### config.mk
export PLATFORM = sky130hd
export DESIGN_NAME = seg7_scan_display
export DESIGN_NICKNAME = d
export VERILOG_FILES = /design/src/rtl/seg7_scan_display.sv
export SDC_FILE = /design/constraint.sdc
export NUM_CORES = 1
export LEC_CHECK = 0
export ABC_CLOCK_PERIOD_IN_PS = 2410
export BUFFER_PORTS_ARGS = -buffer_cell sky130_fd_sc_hd__buf_2
export CAP_MARGIN = 20
export CORE_ASPECT_RATIO = 0.6
export CORE_MARGIN = 2
export CORE_UTILIZATION = 51
export CTS_CLUSTER_DIAMETER = 200
export DETAILED_ROUTE_END_ITERATION = 6
export PLACE_DENSITY = 0.76
export SKIP_LAST_GASP = 1
export SYNTH_ARGS = -nofsm -noshare
export SYNTH_HDL_FRONTEND = slang
export SYNTH_SLANG_ARGS = --single-unit
### constraint.sdc
create_clock -name clk -period 2.41 [get_ports clk]
set_input_delay 0.3615 -clock clk [delete_from_list [all_inputs] [get_ports clk]]
set_output_delay 0.3615 -clock clk [all_outputs]
set_load 0.005 [all_outputs]
### src/rtl/seg7_scan_display.sv
// -----------------------------------------------------------------------------
// seg7_scan_display
//
// Six-digit, time-multiplexed seven-segment driver for a common-anode display.
// It reads the BCD time digits from the clock core and shows them one digit at
// a time. The six digits are captured once per frame, so a frame never shows a
// time that changed part-way through the scan. Each digit slot opens with a
// short gap where every anode is off, which stops ghosting on the next digit.
// The minute or hour field blinks while that field is being set.
//
// Parameters
//   SCAN_DIV  : clk cycles per digit slot (>= 2)
//   BLANK_CYC : gap cycles at the start of each slot, all anodes off
//               (0 .. SCAN_DIV-1)
//   BLINK_DIV : clk cycles per blink half-period (>= 1)
//   LZ_BLANK  : 1 shows a leading zero in hour_10 as a blank digit
//
// Ports
//   clk              : display scan clock
//   clr_n            : synchronous active-low reset
//   sec_01 .. hour_10: BCD time digits from the clock core (live)
//   blink_min        : minute field being set, blink min_10/min_01
//   blink_hour       : hour field being set, blink hour_10/hour_01
//   an_n[5:0]        : digit anodes, active-low, at most one low
//   seg_n[6:0]       : segments {g,f,e,d,c,b,a}, active-low
//   dp_n             : decimal point used as colon, active-low
// -----------------------------------------------------------------------------
module seg7_scan_display #(
    parameter int SCAN_DIV  = 1000,
    parameter int BLANK_CYC = 16,
    parameter int BLINK_DIV = 250000,
    parameter int LZ_BLANK  = 1
) (
    input  logic       clk,
    input  logic       clr_n,
    input  logic [3:0] sec_01,
    input  logic [3:0] sec_10,
    input  logic [3:0] min_01,
    input  logic [3:0] min_10,
    input  logic [3:0] hour_01,
    input  logic [3:0] hour_10,
    input  logic       blink_min,
    input  logic       blink_hour,
    output logic [5:0] an_n,
    output logic [6:0] seg_n,
    output logic       dp_n
);

    localparam int SCAN_W  = (SCAN_DIV  > 1) ? $clog2(SCAN_DIV)  : 1;
    localparam int BLINK_W = (BLINK_DIV > 1) ? $clog2(BLINK_DIV) : 1;

    localparam logic [SCAN_W-1:0]  SCAN_LAST  = SCAN_W'(SCAN_DIV - 1);
    localparam logic [BLINK_W-1:0] BLINK_LAST = BLINK_W'(BLINK_DIV - 1);
    localparam logic               LZ_EN      = (LZ_BLANK != 0);

    // Slot numbering: the anode bit and the snapshot nibble share the index.
    localparam logic [2:0] SLOT_SEC_01  = 3'd0;
    localparam logic [2:0] SLOT_SEC_10  = 3'd1;
    localparam logic [2:0] SLOT_MIN_01  = 3'd2;
    localparam logic [2:0] SLOT_MIN_10  = 3'd3;
    localparam logic [2:0] SLOT_HOUR_01 = 3'd4;
    localparam logic [2:0] SLOT_HOUR_10 = 3'd5;

    localparam logic [5:0] AN_ALL_OFF  = 6'h3F;
    localparam logic [6:0] SEG_ALL_OFF = 7'h7F;

    // BCD to active-low segment code; non-BCD values show a dash.
    function automatic logic [6:0] seg_decode(input logic [3:0] digit);
        logic [6:0] code;
        case (digit)
            4'd0:    code = 7'h40;
            4'd1:    code = 7'h79;
            4'd2:    code = 7'h24;
            4'd3:    code = 7'h30;
            4'd4:    code = 7'h19;
            4'd5:    code = 7'h12;
            4'd6:    code = 7'h02;
            4'd7:    code = 7'h78;
            4'd8:    code = 7'h00;
            4'd9:    code = 7'h10;
            default: code = 7'h3F;
        endcase
        return code;
    endfunction

    logic [SCAN_W-1:0]  scan_cnt_r;
    logic [2:0]         idx_r;
    logic [BLINK_W-1:0] blink_cnt_r;
    logic               phase_r;
    logic [23:0]        snap_r;

    logic               scan_last_s;
    logic               frame_last_s;
    logic               in_gap_s;
    logic [3:0]         digit_s;
    logic               is_min_s;
    logic               is_hour_s;
    logic               blank_s;
    logic               colon_s;
    logic [5:0]         an_nxt_s;
    logic [6:0]         seg_nxt_s;
    logic               dp_nxt_s;

    assign scan_last_s  = (scan_cnt_r == SCAN_LAST);
    assign frame_last_s = scan_last_s && (idx_r == SLOT_HOUR_10);

    // The gap compare only exists when a gap is configured.
    generate
        if (BLANK_CYC > 0) begin : g_gap
            localparam logic [SCAN_W-1:0] BLANK_LIM = SCAN_W'(BLANK_CYC);
            assign in_gap_s = (scan_cnt_r < BLANK_LIM);
        end else begin : g_no_gap
            assign in_gap_s = 1'b0;
        end
    endgenerate

    // Select the snapshot nibble for the current slot.
    always_comb begin
        digit_s = 4'd0;
        case (idx_r)
            SLOT_SEC_01:  digit_s = snap_r[3:0];
            SLOT_SEC_10:  digit_s = snap_r[7:4];
            SLOT_MIN_01:  digit_s = snap_r[11:8];
            SLOT_MIN_10:  digit_s = snap_r[15:12];
            SLOT_HOUR_01: digit_s = snap_r[19:16];
            SLOT_HOUR_10: digit_s = snap_r[23:20];
            default:      digit_s = 4'd0;
        endcase
    end

    assign is_min_s  = (idx_r == SLOT_MIN_01)  || (idx_r == SLOT_MIN_10);
    assign is_hour_s = (idx_r == SLOT_HOUR_01) || (idx_r == SLOT_HOUR_10);

    // Blink uses the live field-select inputs; only the digits are frozen.
    assign blank_s = (!phase_r && ((is_min_s && blink_min) || (is_hour_s && blink_hour)))
                  || (LZ_EN && (idx_r == SLOT_HOUR_10) && (digit_s == 4'd0));

    assign colon_s = ((idx_r == SLOT_HOUR_01) || (idx_r == SLOT_MIN_01))
                  && phase_r && !blank_s;

    // Next output values, registered below so outputs lag state by one cycle.
    always_comb begin
        an_nxt_s  = AN_ALL_OFF;
        seg_nxt_s = SEG_ALL_OFF;
        dp_nxt_s  = 1'b1;
        if (in_gap_s) begin
            an_nxt_s  = AN_ALL_OFF;
            seg_nxt_s = SEG_ALL_OFF;
            dp_nxt_s  = 1'b1;
        end else begin
            an_nxt_s = ~(6'b00_0001 << idx_r);
            if (blank_s) begin
                seg_nxt_s = SEG_ALL_OFF;
                dp_nxt_s  = 1'b1;
            end else begin
                seg_nxt_s = seg_decode(digit_s);
                dp_nxt_s  = ~colon_s;
            end
        end
    end

    // Slot counter, digit index and the once-per-frame digit snapshot.
    always_ff @(posedge clk) begin
        if (!clr_n) begin
            scan_cnt_r <= '0;
            idx_r      <= 3'd0;
            snap_r     <= 24'd0;
        end else if (scan_last_s) begin
            scan_cnt_r <= '0;
            if (frame_last_s) begin
                idx_r  <= 3'd0;
                snap_r <= {hour_10, hour_01, min_10, min_01, sec_10, sec_01};
            end else begin
                idx_r  <= idx_r + 3'd1;
                snap_r <= snap_r;
            end
        end else begin
            scan_cnt_r <= scan_cnt_r + SCAN_W'(1);
            idx_r      <= idx_r;
            snap_r     <= snap_r;
        end
    end

    // Blink half-period counter; phase 1 is the visible half.
    always_ff @(posedge clk) begin
        if (!clr_n) begin
            blink_cnt_r <= '0;
            phase_r     <= 1'b1;
        end else if (blink_cnt_r == BLINK_LAST) begin
            blink_cnt_r <= '0;
            phase_r     <= ~phase_r;
        end else begin
            blink_cnt_r <= blink_cnt_r + BLINK_W'(1);
            phase_r     <= phase_r;
        end
    end

    // Output registers.
    always_ff @(posedge clk) begin
        if (!clr_n) begin
            an_n  <= AN_ALL_OFF;
            seg_n <= SEG_ALL_OFF;
            dp_n  <= 1'b1;
        end else begin
            an_n  <= an_nxt_s;
            seg_n <= seg_nxt_s;
            dp_n  <= dp_nxt_s;
        end
    end

endmodule

# Yosys cells after proc, flatten, opt, wreduce, memory -nomap -nowiden

Memory sizes are Yosys's and may differ from the RTL's. A register that Yosys moved wholly into a read port is not among the register bits.
Index checks and enable logic that the tools add are counted.

Add/subtract/negate cells: 3
Multiply operators: 0
Divide/modulo/power cells: 0
$lt $le $gt $ge: 1
Equality and inequality tests: 7
Shift operators: 1
Multiplexer cells: 2
Bitwise gates (word level): 4
Reductions and logical operators: 21

Operators with widths:

| operator                                                                      | count |
|---|---|
| 4-bit one-hot mux with 6 select lines                                         | 1 |
| 18-bit by 1-bit adder with 18-bit output, second input constant               | 1 |
| 18-bit equality test, second input constant                                   | 1 |
| 10-bit by 1-bit adder with 10-bit output, second input constant               | 1 |
| 10-bit equality test, second input constant                                   | 1 |
| 10-bit by 5-bit less-than comparator with 1-bit output, second input constant | 1 |
| 1-bit logical AND                                                             | 7 |
| 3-bit by 2-bit equality test with 1-bit output, second input constant         | 2 |
| 3-bit equality test, second input constant                                    | 2 |
| 6-bit NOT                                                                     | 1 |
| 2-bit OR reduction                                                            | 3 |
| 1-bit by 3-bit left shift with 6-bit output, first input constant             | 1 |
| 1-bit logical OR                                                              | 5 |
| 4-bit zero test                                                               | 1 |
| 3-bit by 1-bit adder with 3-bit output, second input constant                 | 1 |
| 3-bit by 1-bit equality test with 1-bit output, second input constant         | 1 |
| 3-bit zero test                                                               | 1 |
| 3-bit two-way mux                                                             | 1 |
| 1-bit NOT                                                                     | 3 |
| 3-bit OR reduction                                                            | 1 |
| 1-bit zero test                                                               | 2 |
| 2-bit AND reduction                                                           | 1 |

Bits in registers: 63
Bits in latches: 0
RAM bits: 0
Bits in read-only memories: 112
Bits of input ports: 28
Output and inout port bits: 14
Memories kept: 1

Memories:

| memory           | depth | bits a word | rd ports | clocked after memory_dff | wr ports | RTL line | text |
|---|---|---|---|---|---|---|---|
| (name not given) | 16    | 7           | 1        | 1                        | 0        | 70       | `case (digit)` |

# Logic depth before layout (Yosys ltp)

Word-level depth: 9
Mapped depth: 11
Gate-level depth less buffers: 11

# Worst setup path before layout

No wires, ideal clock.

Path type: register -> register
Start: register idx_r[0]
End: register seg_n[2]
Setup time: 0.074 ns
Data arrival time: 2.201 ns
Required time: 2.336 ns
Path slack: 0.135 ns
Stages on the path, launching flop included: 11
Clock period less this slack: 2.275 ns
Cells stage by stage: dfxtp_1 > inv_1 > ha_1 > a222oi_1 > o2bb2ai_1 > a221o_1 > inv_1 > ha_1 > a21oi_1 > o31a_1 > o21ai_0

Longest elaborated chain between the ends: 7
Elaborated cells on any way between the ends: 17

Ends and longest elaborated chain:

| element                                                                       | RTL line | text |
|---|---|---|
| from (decl)                                                                   | 87       | `logic [2:0] idx_r;` |
| from (signal assigned)                                                        | 174      | `idx_r <= idx_r + 3'd1;` |
| from (signal assigned)                                                        | 179      | `idx_r <= idx_r;` |
| branches (longest 7 deep; another with 4-bit one-hot mux with 6 select lines) | -        |  |
| to (decl)                                                                     | 45       | `output logic [6:0] seg_n,` |

Parallel ways; which one is timed is not known.
A chain may end at the register's enable or synchronous reset.

# Worst setup path after layout

Same ends and word-level chain as after synthesis.

==> flow_summary.ini <==
[outcome]
status = completed

[detailed_routing]
firstDrtPassIters = 5
vias = 2353
drt-wirelength-per-cell_um = 14.0
drc = 0
dr.first_iter.drc_count = 144
viasPerCell = 5.17
wirelength_um = 6380
ant_nets = 0

[worst_setup_path]
crit_chain = inv_1 -> ha_2 -> a222oi_1 -> o2bb2ai_1 -> a221o_1 -> buf_4 -> ha_1 -> a21oi_1 -> o31a_1 -> o21ai_0
critPathMaxStageDelay_ns = 0.37
cp-start-kind = flip-flop
crit_type = reg2reg
crit_fanout = 8
crit_arrival_ns = 2.48
crit_required_ns = 2.63
cpMaxStageDelayCell = dfxtp_4
endpoint_kind = flip-flop

[timing]
fin_skew_ns = 0.0101
finalHoldViolCount = 0
slew_viol_final = 0
worst_pin_slew_ns = 0.700
fmax_ghz = 0.443
relSlewSlack = 0.529
setup_viol_count_final = 0
fin_crit_sh = 0.937
min_period_ns = 2.26
setup_tns_ns = 0

[die]
fp.dieArea_um2 = 6720
core_um2 = 5700
die_w_um = 105
start_util = 0.542
fp.dieH_um = 64.3
rows = 21
ios = 42

[global_routing]
grt_start_max_net_pins = 35
grt.total_usage = 0.208
grt-ovfl-total = 0
antenna_found_initial = 0
first_global_vias = 2243
grt_pass1_wl_um = 10800

[logic_synthesis]
synth_flop_cell = dfxtp_1
ys_seq_area_frac = 0.453
ys_warn_count = 0
avgSynthCellArea_um2 = 9.63
synthCells = 321
ys_async_sr_fraction = 0
synth_nets = 361
synth_edf_count = 0
synth.distinct_cells = 45
synth_area_um2 = 3090
synth_seq_cells = 70

[placed_design]
dp_hpwl_um = 4710
place_inst = 440
place.gp.congestion = 0.880
dpl-instance-area_um2 = 3420
portBuffers = 41

[cells_and_area]
mostFrequentLayoutCell = dfxtp_1
layout_common_cells = 68 x dfxtp_1, 41 x buf_2, 40 x nor2_1
area_delta_synth_final_pct = 18.4
diodes = 0
design_area_um2 = 3660
layout.nets = 411
drive_gt1_frac = 0.205
layout.cells.non_filler = 455

[cts]
clk_latency_ns = 0.34
cts_buffers = 9
root_buffer = clkbuf_8
cts_max_level = 3
cts_buffer_depth = 2
cts.sinks = 70
path_clk_slew_ns = 0.08
cts_tree = built

[pwr]
power_leakage_nw = 1.36
p_sw_mw = 0.470
internal-power_mw = 1.78
switching_share = 0.209
pwr-share-clk = 0.451
pwr_density_cell_nw_per_um2 = 614
comb_power_share = 0.027
power.ir.vdd_worst_v = 0.000380
p_seq_frac = 0.521

[hold_path]
hold_class = in2reg

[job]
maxCapViolCount = 0
area by class of cell:
class	count	area (um^2)
fillers	468	2040
multi-input cells	230	1610
flip-flops and latches	70	1410
repair buffers	51	293
clock buffers	10	128
well taps	80	100
clock inverters	5	85.1
inverters	9	33.8
sequential cells by signal, summed over array words and instances (netlist names):
name and flops:
snap_r 24, dp_n 1, idx_r 3, an_n 6, scan_cnt_r 10, blink_cnt_r 18
seg_n 7, phase_r 1
synthesized netlist by cell type, types with 2 or more instances:
cell       number  share of area
nor2b_1        27          0.055
nand2_1        17          0.021
o21ai_0         6         0.0097
nor3_1          4         0.0065
a2bb2oi_1       4          0.011
a222oi_1        4          0.013
clkbuf_1        5         0.0061
xor2_1         12          0.034
o31a_1          2         0.0057
buf_4           3         0.0073
buf_2           4         0.0065
nand2b_1        4         0.0081
a21oi_1         2         0.0032
ha_1           12          0.049
nor2_1         40          0.049
nand3_1        10          0.016
inv_1           9          0.011
o211ai_1        2         0.0049
and4_1          2         0.0057
nand4_1         6          0.012
dfxtp_1        70           0.45
and3_1          7          0.014
o22ai_1         2         0.0040
a221o_1         2         0.0065
and2_1          8          0.016
xnor2_1        13          0.037
mux2i_1        26          0.084
per-stage QoR:
| stage | total power, mW | setup slack [ns] | util | hold WS, ns |
|---|---|---|---|---|
| final | 2.25 | 0.152 | 0.642 | 0.278 |
| after global routing | 2.34 | -0.0242 | 0.642 | 0.255 |
| after CTS | 2.28 | 0.0144 | 0.638 | 0.253 |
| after detailed placement | 1.26 | -0.0327 | 0.600 | 0.465 |
| after global placement | 1.26 | 0.116 | 0.600 | 0.440 |
| after floorplan | 1.23 | 0.135 | - | 0.402 |
power groups by stage:
stage               logic (mW)  registers [mW]  clock network (mW)
finish                  0.0614            1.17                1.01
global route            0.0708            1.17                1.09
CTS                     0.0622            1.17                1.04
detailed placement      0.0620            1.20                   0
global placement        0.0603            1.20                   0
floorplan               0.0306            1.20                   0
repair_timing:
item                                   4_1_cts  5_1_grt
gates resized for setup                      1        8
setup buffers                                0        0
gates cloned                                 0        0
setup endpoints to repair                    2        7
endpoints found under the hold margin        0        0
hold buffers                                 0        0
final timing paths:
path                       from       endpoint  slack (ns)  cells after the start
setup / recovery       idx_r[0]       seg_n[2]        0.15                     10
hold / removal       hour_01[2]     snap_r[18]        0.28                      3
setup reg to reg       idx_r[0]       seg_n[2]        0.15                     10
hold reg to reg   scan_cnt_r[0]  scan_cnt_r[0]        0.47                      1
layer usage:
layer	wire length [um]	track usage	up-vias
li1	-	-	1207
met1	3240	0.305	1063
met2	2590	0.283	79
met3	520	0.0714	4
met4	35	0.0659	0
met5	0	0	-
logic make-up (layout without fill, tap and decap cells):
| kind of cell | count (synthesis) | after routing | share of synthesized area |
|---|---|---|---|
| AOI/OAI and AO/OA | 31 | 31 | 0.0765 |
| xor gates and xnor gates | 25 | 25 | 0.0708 |
| adders and majority gates | 12 | 12 | 0.0486 |
| buffers and inverters | 21 | 75 | 0.0308 |
| DFF | 70 | 70 | 0.453 |
| muxes | 28 | 28 | 0.0915 |
| and+or+nand+nor | 134 | 134 | 0.229 |
worst max-delay path, delay by kind of cell (launching register included):
family          cells  cell delay [ns]
compound gates      6             1.05
fa+ha+maj           2             0.46
flops               1             0.37
buf+inv             2             0.24
Note: power is estimated with default switching activity, not from simulation.
